===== src/rtl/io_bridge_pkg.sv =====
// Shared types and constants for the CPU port-I/O bridge.
//   intr_state_t : interrupt request FSM states
//   IO_DATA_W    : width of every port byte
//   IO_IDLE_BYTE : value presented on i_port when nothing is buffered
package io_bridge_pkg;

  localparam int unsigned IO_DATA_W = 8;
  localparam logic [IO_DATA_W-1:0] IO_IDLE_BYTE = 8'h00;

  typedef enum logic [1:0] {
    IDLE,
    PULSE,
    SERVICE
  } intr_state_t;

endpackage


===== src/rtl/io_rx_fifo.sv =====
// Synchronous receive FIFO feeding the CPU input port.
// Ports:
//   clk, rst   : clock, synchronous active-high reset
//   push_i     : write wdata_i (ignored when full)
//   pop_i      : drop head entry (ignored when empty)
//   wdata_i    : byte to store
//   head_o     : oldest byte, IO_IDLE_BYTE when empty
//   count_o    : occupancy 0..DEPTH
//   full_o     : count == DEPTH
//   empty_o    : count == 0
module io_rx_fifo
  import io_bridge_pkg::*;
#(
  parameter int unsigned DEPTH = 4
) (
  input  logic                       clk,
  input  logic                       rst,
  input  logic                       push_i,
  input  logic                       pop_i,
  input  logic [IO_DATA_W-1:0]       wdata_i,
  output logic [IO_DATA_W-1:0]       head_o,
  output logic [$clog2(DEPTH):0]     count_o,
  output logic                       full_o,
  output logic                       empty_o
);

  localparam int unsigned PtrW = $clog2(DEPTH);
  localparam int unsigned CntW = $clog2(DEPTH) + 1;

  logic [IO_DATA_W-1:0] mem_q [DEPTH];
  logic [PtrW-1:0]      wr_ptr_q, wr_ptr_d;
  logic [PtrW-1:0]      rd_ptr_q, rd_ptr_d;
  logic [CntW-1:0]      count_q, count_d;
  logic                 push_ok, pop_ok;

  assign full_o  = (count_q == CntW'(DEPTH));
  assign empty_o = (count_q == '0);
  assign push_ok = push_i & ~full_o;
  assign pop_ok  = pop_i & ~empty_o;

  // DEPTH is a power of two, so pointers wrap by natural overflow.
  always_comb begin
    wr_ptr_d = wr_ptr_q;
    rd_ptr_d = rd_ptr_q;
    count_d  = count_q;
    if (push_ok) wr_ptr_d = wr_ptr_q + 1'b1;
    if (pop_ok)  rd_ptr_d = rd_ptr_q + 1'b1;
    case ({push_ok, pop_ok})
      2'b10:   count_d = count_q + 1'b1;
      2'b01:   count_d = count_q - 1'b1;
      default: count_d = count_q;
    endcase
  end

  always_ff @(posedge clk) begin
    if (rst) begin
      wr_ptr_q <= '0;
      rd_ptr_q <= '0;
      count_q  <= '0;
    end else begin
      wr_ptr_q <= wr_ptr_d;
      rd_ptr_q <= rd_ptr_d;
      count_q  <= count_d;
    end
  end

  // Storage needs no reset: emptiness is tracked by count_q alone.
  always_ff @(posedge clk) begin
    if (push_ok) mem_q[wr_ptr_q] <= wdata_i;
  end

  assign head_o  = empty_o ? IO_IDLE_BYTE : mem_q[rd_ptr_q];
  assign count_o = count_q;

endmodule


===== src/rtl/io_port_bridge.sv =====
// Peripheral endpoint of the CPU port-I/O interface: buffers an external byte
// stream into the CPU input port, raises interrupt requests while bytes wait,
// and holds CPU output-port writes for an external valid/ready consumer.
// Build option: define IO_BRIDGE_INTR_EN to include the interrupt FSM;
// otherwise intr_sig is tied low and the CPU polls i_port.
// Ports:
//   clk, rst                                  : clock, sync active-high reset
//   ext_in_valid/ext_in_data/ext_in_ready     : producer handshake into FIFO
//   i_port, cpu_in_rd                         : FIFO head to CPU, CPU pop strobe
//   intr_sig                                  : interrupt request to CPU
//   o_port, cpu_out_we                        : CPU output byte and write strobe
//   ext_out_valid/ext_out_data/ext_out_ready  : consumer handshake out
//   rx_count                                  : FIFO occupancy
//   out_overrun                               : sticky lost-output-byte flag
module io_port_bridge
  import io_bridge_pkg::*;
#(
  parameter int unsigned DEPTH    = 4,
  parameter int unsigned INTR_LEN = 2
) (
  input  logic                   clk,
  input  logic                   rst,
  input  logic                   ext_in_valid,
  input  logic [IO_DATA_W-1:0]   ext_in_data,
  output logic                   ext_in_ready,
  output logic [IO_DATA_W-1:0]   i_port,
  input  logic                   cpu_in_rd,
  output logic                   intr_sig,
  input  logic [IO_DATA_W-1:0]   o_port,
  input  logic                   cpu_out_we,
  output logic                   ext_out_valid,
  output logic [IO_DATA_W-1:0]   ext_out_data,
  input  logic                   ext_out_ready,
  output logic [$clog2(DEPTH):0] rx_count,
  output logic                   out_overrun
);

  logic fifo_full;
  logic fifo_empty;

  io_rx_fifo #(
    .DEPTH(DEPTH)
  ) u_rx_fifo (
    .clk    (clk),
    .rst    (rst),
    .push_i (ext_in_valid),
    .pop_i  (cpu_in_rd),
    .wdata_i(ext_in_data),
    .head_o (i_port),
    .count_o(rx_count),
    .full_o (fifo_full),
    .empty_o(fifo_empty)
  );

  assign ext_in_ready = ~fifo_full;

  // Transmit holding register.
  logic                 out_valid_q, out_valid_d;
  logic [IO_DATA_W-1:0] out_data_q, out_data_d;
  logic                 overrun_q, overrun_d;

  always_comb begin
    out_valid_d = out_valid_q;
    out_data_d  = out_data_q;
    overrun_d   = overrun_q;
    if (cpu_out_we) begin
      out_data_d  = o_port;
      out_valid_d = 1'b1;
      // A write in the same cycle as a completed handshake is not an overrun.
      if (out_valid_q && !ext_out_ready) overrun_d = 1'b1;
    end else if (out_valid_q && ext_out_ready) begin
      out_valid_d = 1'b0;
    end
  end

  always_ff @(posedge clk) begin
    if (rst) begin
      out_valid_q <= 1'b0;
      out_data_q  <= IO_IDLE_BYTE;
      overrun_q   <= 1'b0;
    end else begin
      out_valid_q <= out_valid_d;
      out_data_q  <= out_data_d;
      overrun_q   <= overrun_d;
    end
  end

  assign ext_out_valid = out_valid_q;
  assign ext_out_data  = out_data_q;
  assign out_overrun   = overrun_q;

`ifdef IO_BRIDGE_INTR_EN
  localparam logic [3:0] IntrLen = 4'(INTR_LEN);

  intr_state_t state_q, state_d;
  logic [3:0]  pulse_cnt_q, pulse_cnt_d;

  always_ff @(posedge clk) begin
    if (rst) begin
      state_q     <= IDLE;
      pulse_cnt_q <= '0;
    end else begin
      state_q     <= state_d;
      pulse_cnt_q <= pulse_cnt_d;
    end
  end

  // Leaving PULSE or SERVICE always passes through IDLE, which guarantees a
  // low cycle between consecutive requests.
  always_comb begin
    state_d     = state_q;
    pulse_cnt_d = pulse_cnt_q;
    case (state_q)
      IDLE: begin
        if (!fifo_empty) begin
          state_d     = PULSE;
          pulse_cnt_d = IntrLen;
        end
      end
      PULSE: begin
        if (cpu_in_rd) begin
          state_d     = IDLE;
          pulse_cnt_d = '0;
        end else if (pulse_cnt_q == 4'd1) begin
          state_d     = SERVICE;
          pulse_cnt_d = '0;
        end else begin
          pulse_cnt_d = pulse_cnt_q - 4'd1;
        end
      end
      SERVICE: begin
        if (cpu_in_rd) state_d = IDLE;
      end
      default: state_d = IDLE;
    endcase
  end

  always_comb begin
    intr_sig = (state_q == PULSE);
  end
`else
  logic unused_intr_len;
  assign unused_intr_len = ^INTR_LEN;
  assign intr_sig        = 1'b0;
`endif

endmodule


===== config.mk =====
export PLATFORM = sky130hd
export DESIGN_NAME = io_port_bridge
export DESIGN_NICKNAME = d
export VERILOG_FILES = /design/src/rtl/io_bridge_pkg.sv /design/src/rtl/io_rx_fifo.sv /design/src/rtl/io_port_bridge.sv
export SDC_FILE = /design/constraint.sdc
export NUM_CORES = 1
export LEC_CHECK = 0
export ABC_AREA = 1
export BUFFER_PORTS_ARGS = -buffer_cell sky130_fd_sc_hd__buf_4
export CAP_MARGIN = 5
export CORE_ASPECT_RATIO = 0.75
export CORE_MARGIN = 1
export CORE_UTILIZATION = 58
export CTS_CLUSTER_SIZE = 25
export DETAILED_ROUTE_END_ITERATION = 7
export GPL_TIMING_DRIVEN = 0
export PLACE_DENSITY = 0.84
export SLEW_MARGIN = 20
export SYNTH_ARGS = -nofsm -noshare
export SYNTH_HDL_FRONTEND = slang
export SYNTH_HIERARCHICAL = 1
export SYNTH_SLANG_ARGS = --single-unit

===== constraint.sdc =====
create_clock -name clk -period 3.4 [get_ports clk]
set_input_delay 0.68 -clock clk [delete_from_list [all_inputs] [get_ports clk]]
set_output_delay 0.68 -clock clk [all_outputs]
set_load 0.005 [all_outputs]

Word level (Yosys, flattened, before mapping)

Memories as Yosys holds them, arrays and structs flattened. A register that Yosys moved wholly into a read port is not among the register bits.
Index checks and enable logic that the tools add are counted.

Mux-type cells: 8
Eq/ne operators: 3
Bitwise gates (word level): 4
$add $sub $neg: 4
Reductions and logical operators: 7

Operator list:

| kind                | count |
|---|---|
| $mux 8              | 1 |
| $pmux 3 s2          | 1 |
| $add 2x1->2 const B | 2 |
| $mux 1              | 4 |
| $mux 2              | 2 |
| $reduce_bool 2->1   | 2 |
| $add 3x1->3 const B | 1 |
| $eq 3x3->1 const B  | 1 |
| $logic_not 3->1     | 1 |
| $sub 3x1->3 const B | 1 |
| $and 1x1->1         | 2 |
| $eq 2x1->1 const B  | 1 |
| $eq 2x2->1 const B  | 1 |
| $logic_and 1x1->1   | 2 |
| $not 1->1           | 2 |
| $reduce_and 2->1    | 1 |
| $logic_not 1->1     | 1 |

Memories kept: 1
Bits in registers: 17
Logic and storage cells: 33
Memory bits (writable): 32

Memory list:

| name            | words | width | read ports | clocked after memory_dff | wr ports | RTL line         | source |
|---|---|---|---|---|---|---|---|
| u_rx_fifo.mem_q | 4     | 8     | 1          | 1                        | 1        | io_rx_fifo.sv:30 | `logic [IO_DATA_W-1:0] mem_q [DEPTH];` |

Longest topological paths before layout

Word-level depth: 5
Mapped depth: 13

By module

The synthesis kept the hierarchy.

Modules (own cells, without submodules):

| module         | seq. area each (um^2) | cells each | times used | area each (um^2) |
|---|---|---|---|---|
| io_rx_fifo     | 1,141.1               | 164        | 1          | 1,778.0 |
| io_port_bridge | 200.2                 | 46         | 1          | 407.9 |

Worst setup path after synthesis

No wires, ideal clock.

Kind: in2reg
From: input ext_in_valid
To: register u_rx_fifo.count_q[2], in the netlist u_rx_fifo/count_o[2]
Arrival time: 1,656 ps
Data required time: 3,287 ps
Setup slack: 1,632 ps
Stages on the path: 10
Cell sequence: nand2_2 -> ha_1 -> inv_1 -> fa_1 -> inv_1 -> nand2_1 -> nand3_1 -> nand2_1 -> nand2_1 -> nor2_1

Cells in the longest elaborated chain, start to end: 3
Elaborated cells between the ends (all ways): 5
Those cells by class: eq/ne (2); mux (1); bitwise (1); reduce/logical (1)

RTL lines:

| element                                         | RTL line             | source |
|---|---|---|
| start, declared                                 | io_port_bridge.sv:23 | `input logic ext_in_valid,` |
| $and 1x1->1 *                                   | io_rx_fifo.sv:38     | `assign push_ok = push_i & ~full_o;` |
| $eq 2x1->1 or $eq 2x2->1 (tied branches)        | io_rx_fifo.sv:48     | `case ({push_ok, pop_ok})` |
| $pmux 3 s2 or $reduce_bool 2->1 (tied branches) | -                    |  |
| end signal, assigned                            | io_rx_fifo.sv:63     | `count_q <= count_d;` |
| end, declared                                   | io_rx_fifo.sv:33     | `logic [CntW-1:0] count_q, count_d;` |

Every way passes the cells marked *; elsewhere a longest branch is shown, timed or not.
A chain may end at the register's enable or synchronous reset.

Worst setup path in the final report

From: register u_rx_fifo.count_q[1], in the netlist u_rx_fifo/count_o[1]
To: output i_port[0]

Cells in the longest elaborated chain, start to end: 2

RTL lines:

| element         | RTL line             | source |
|---|---|---|
| $logic_not 3->1 | io_rx_fifo.sv:37     | `assign empty_o = (count_q == '0);` |
| net fifo_empty  | io_port_bridge.sv:39 | `logic fifo_empty;` |
| $mux 8          | io_rx_fifo.sv:72     | `assign head_o = empty_o ? IO_IDLE_BYTE : mem_q[rd_ptr_q];` |
| end, declared   | io_port_bridge.sv:26 | `output logic [IO_DATA_W-1:0] i_port,` |

The timed path passes the listed nets, and every way through them passes these cells.

==> impl_metrics.ini <==
[outcome]
status = complete, no violations

[critical_path]
critPathSlowestCell = dfxtp_1
worst_path_largest_cell_delay_ns = 0.34
crit_path_max_fanout = 8
path_class = flip-flop to output port
cp.required_ns = 2.72
critPathBufInv = 2
crit_chain = nor2_2 -> nand2_1 -> inv_1 -> a21oi_1 -> buf_4
start_kind = flip-flop
r2r_slack_ns = 1.59
r2r-start = u_rx_fifo/count_o[1]$_SDFFE_PP0P_
worstSetupEndpointType = output port
r2r_cells = 11
cp_top_family = buffers and inverters
rr_endpoint = u_rx_fifo/count_o[2]$_SDFFE_PP0P_
arrival_ns = 1.42

[global_routing]
grt_max_degree = 16
antenna_found_initial = 0
grt_pass1_vias = 1399
grt_pass1_wl_um = 6465
track_usage = 0.2245
gr-total-overflow = 0

[timing]
min_period_ns = 2.097
hold_viol_final = 0
rsz0062_at_grt = false
slew_headroom = 0.4368
setup_viol = 0
fmax_mhz = 476.9
period_share = 0.6167
fin_skew_ns = 0.007314
tightest_slew_ns = 0.8417
drv_slew = 0
setup_tns_ns = 0

[drt]
viasPerCell = 4.919
drt-pass1-iter-count = 4
drc = 0
ant_nets = 0
routed-via-count = 1525
wl_um = 3965
wire_per_inst_um = 12.79
drtIter0Drc = 127

[layout]
multi_input_area_um2 = 673.1
fillers = 246
final_cells = 310
nets = 287
drive_gt1_frac = 0.3231
final_common_cell = buf_4
ff_latch_area_um2 = 1341
diodes = 0
area_growth_pct = 21.01
final_cell_mix = 44 x buf_4, 32 x edfxtp_1, 31 x nand2_1

[floorplan]
design.portCount = 45
die_w_um = 72.89
die_h_um = 55.17
die-area_um2 = 4021
start_util = 0.6343
rows = 18
coreArea_um2 = 3446

[min_path]
min_to = out_overrun$_SDFFE_PP0P_
hp-start = out_overrun$_SDFFE_PP0P_
hold_path.class = flip-flop to flip-flop
hold_depth = 2

[clock_tree]
cts_hold_buf = 0
clkLatencyLatePin_ns = 0.30
cts_tree = yes
clk_pin_slew_worst_paths_ns = 0.08
cts_resized = 0
post-cts-setup-buffers = 0
cts_root_buffer = clkbuf_8
clock_path_buffers = 2
htree_levels = 2
cts_sinks = 51
cts_buffers = 5

[yosys]
ys_warn_count = 6
yosysSeqAreaShare = 0.6136
syn_avg_cell_area_um2 = 10.41
syn_inst = 210
syn_nets = 238
synth_cell_types = 22
synthesis.area_um2 = 2186
synth-seq-cells = 51

[run]
maxCapViolCount = 0

[placed_design]
port_buffers = 42
dp.cells = 302
hpwl_um = 2854
routabilityCongestion = 0.7983

[power_and_ir_drop]
ir_worst_vdd_v = 0.0004604
p_leak_nw = 1.082
power_density_nw_per_um2 = 629.3
==> power breakdown <==
group | total [mW] | switching [mW] | internal (mW) | leakage, nW
sequential | 0.764 | 0.0363 | 0.728 | 0.450
clock | 0.321 | 0.179 | 0.142 | 0.0426
combinational | 0.580 | 0.318 | 0.262 | 0.590
total | 1.66 | 0.533 | 1.13 | 1.08
==> state kept, by name (all words and copies together), names as in the netlist, named ones only <==
register            count
ext_out_valid           1
u_rx_fifo/mem_q        32
u_rx_fifo/count_o       3
u_rx_fifo/wr_ptr_q      2
u_rx_fifo/rd_ptr_q      2
ext_out_data            8
out_overrun             1
==> tightest hold or removal path: stages, from the launching register on <==
cell     delay [ns]
dfxtp_1        0.32
inv_1          0.06
a21oi_2        0.05
==> worst max-delay path by stage <==
stage / start / endpoint / slack [ns] / cells after the start
after CTS: u_rx_fifo/count_o[1]$_SDFFE_PP0P_ / i_port[0] / 1.29 / 5
after global placement: ext_in_valid / u_rx_fifo/count_o[2]$_SDFFE_PP0P_ / 1.42 / 11
after detailed placement: ext_in_valid / u_rx_fifo/count_o[2]$_SDFFE_PP0P_ / 1.41 / 11
final: u_rx_fifo/count_o[1]$_SDFFE_PP0P_ / i_port[0] / 1.30 / 5
after global routing: u_rx_fifo/count_o[1]$_SDFFE_PP0P_ / i_port[4] / 1.17 / 5
after floorplan: ext_in_valid / u_rx_fifo/count_o[2]$_SDFFE_PP0P_ / 1.63 / 10
==> Yosys cell counts <==
library cell / instances / area [um2]
edfxtp_1: 32 / 960.9
nand2_1: 31 / 116.4
nor2_1: 29 / 108.9
dfxtp_1: 19 / 380.4
inv_1: 19 / 71.32
a21oi_1: 14 / 70.07
nor2_2: 13 / 81.33
o21ai_1: 10 / 50.05
a21oi_2: 9 / 78.83
o21ai_0: 8 / 40.04
ha_1: 5 / 62.56
nand3_1: 5 / 25.02
inv_2: 4 / 15.01
buf_6: 3 / 33.78
buf_4: 2 / 15.01
buf_12: 1 / 20.02
buf_2: 1 / 5.000
conb_1: 1 / 3.750
fa_1: 1 / 20.02
inv_8: 1 / 11.26
nand2_2: 1 / 6.260
nand3_2: 1 / 10.01
==> area by class of cell <==
type / count / area share
tap: 50 / 0.02365
buffer: 7 / 0.02791
inverter: 24 / 0.03690
clock buffer: 6 / 0.02744
clock inverter: 2 / 0.003311
timing repair buffer: 42 / 0.1192
multi-input combinational: 128 / 0.2545
sequential: 51 / 0.5071
==> cell families (layout without fill, tap and decap cells) <==
| kind of cell | Yosys count | in the layout | synth area share |
|---|---|---|---|
| simple gates | 80 | 80 | 0.1591 |
| flops | 51 | 51 | 0.6136 |
| compound gates | 41 | 41 | 0.1093 |
| buf+inv | 31 | 81 | 0.07841 |
| fa+ha+maj | 6 | 6 | 0.03778 |
| other cells | 1 | 1 | 0.001716 |
==> through the flow <==
stage / worst slack, ns / area (um2) / utilization / hold slack [ns] / power, mW
3_5_place_dp: 1.407 / 2564 / 0.7440 / 0.4536 / 1.359
6_report: 1.303 / 2645 / 0.7676 / 0.4659 / 1.665
4_1_cts: 1.294 / 2645 / 0.7676 / 0.4673 / 1.678
2_1_floorplan: 1.632 / 2186 / - / 0.4564 / 1.122
5_1_grt: 1.166 / 2645 / 0.7676 / 0.4978 / 1.790
3_3_place_gp: 1.417 / 2564 / 0.7440 / 0.4520 / 1.346
==> metal layers <==
layer | GRT usage | share of wire | up-vias
met2 | 0.4003 | 0.48 | 66
met4 | 0.04248 | 0.0015 | 0
met5 | 0 | 0 | -
li1 | - | - | 782
met3 | 0.07609 | 0.080 | 2
met1 | 0.2733 | 0.44 | 675
(Power assumes the default switching activity.)
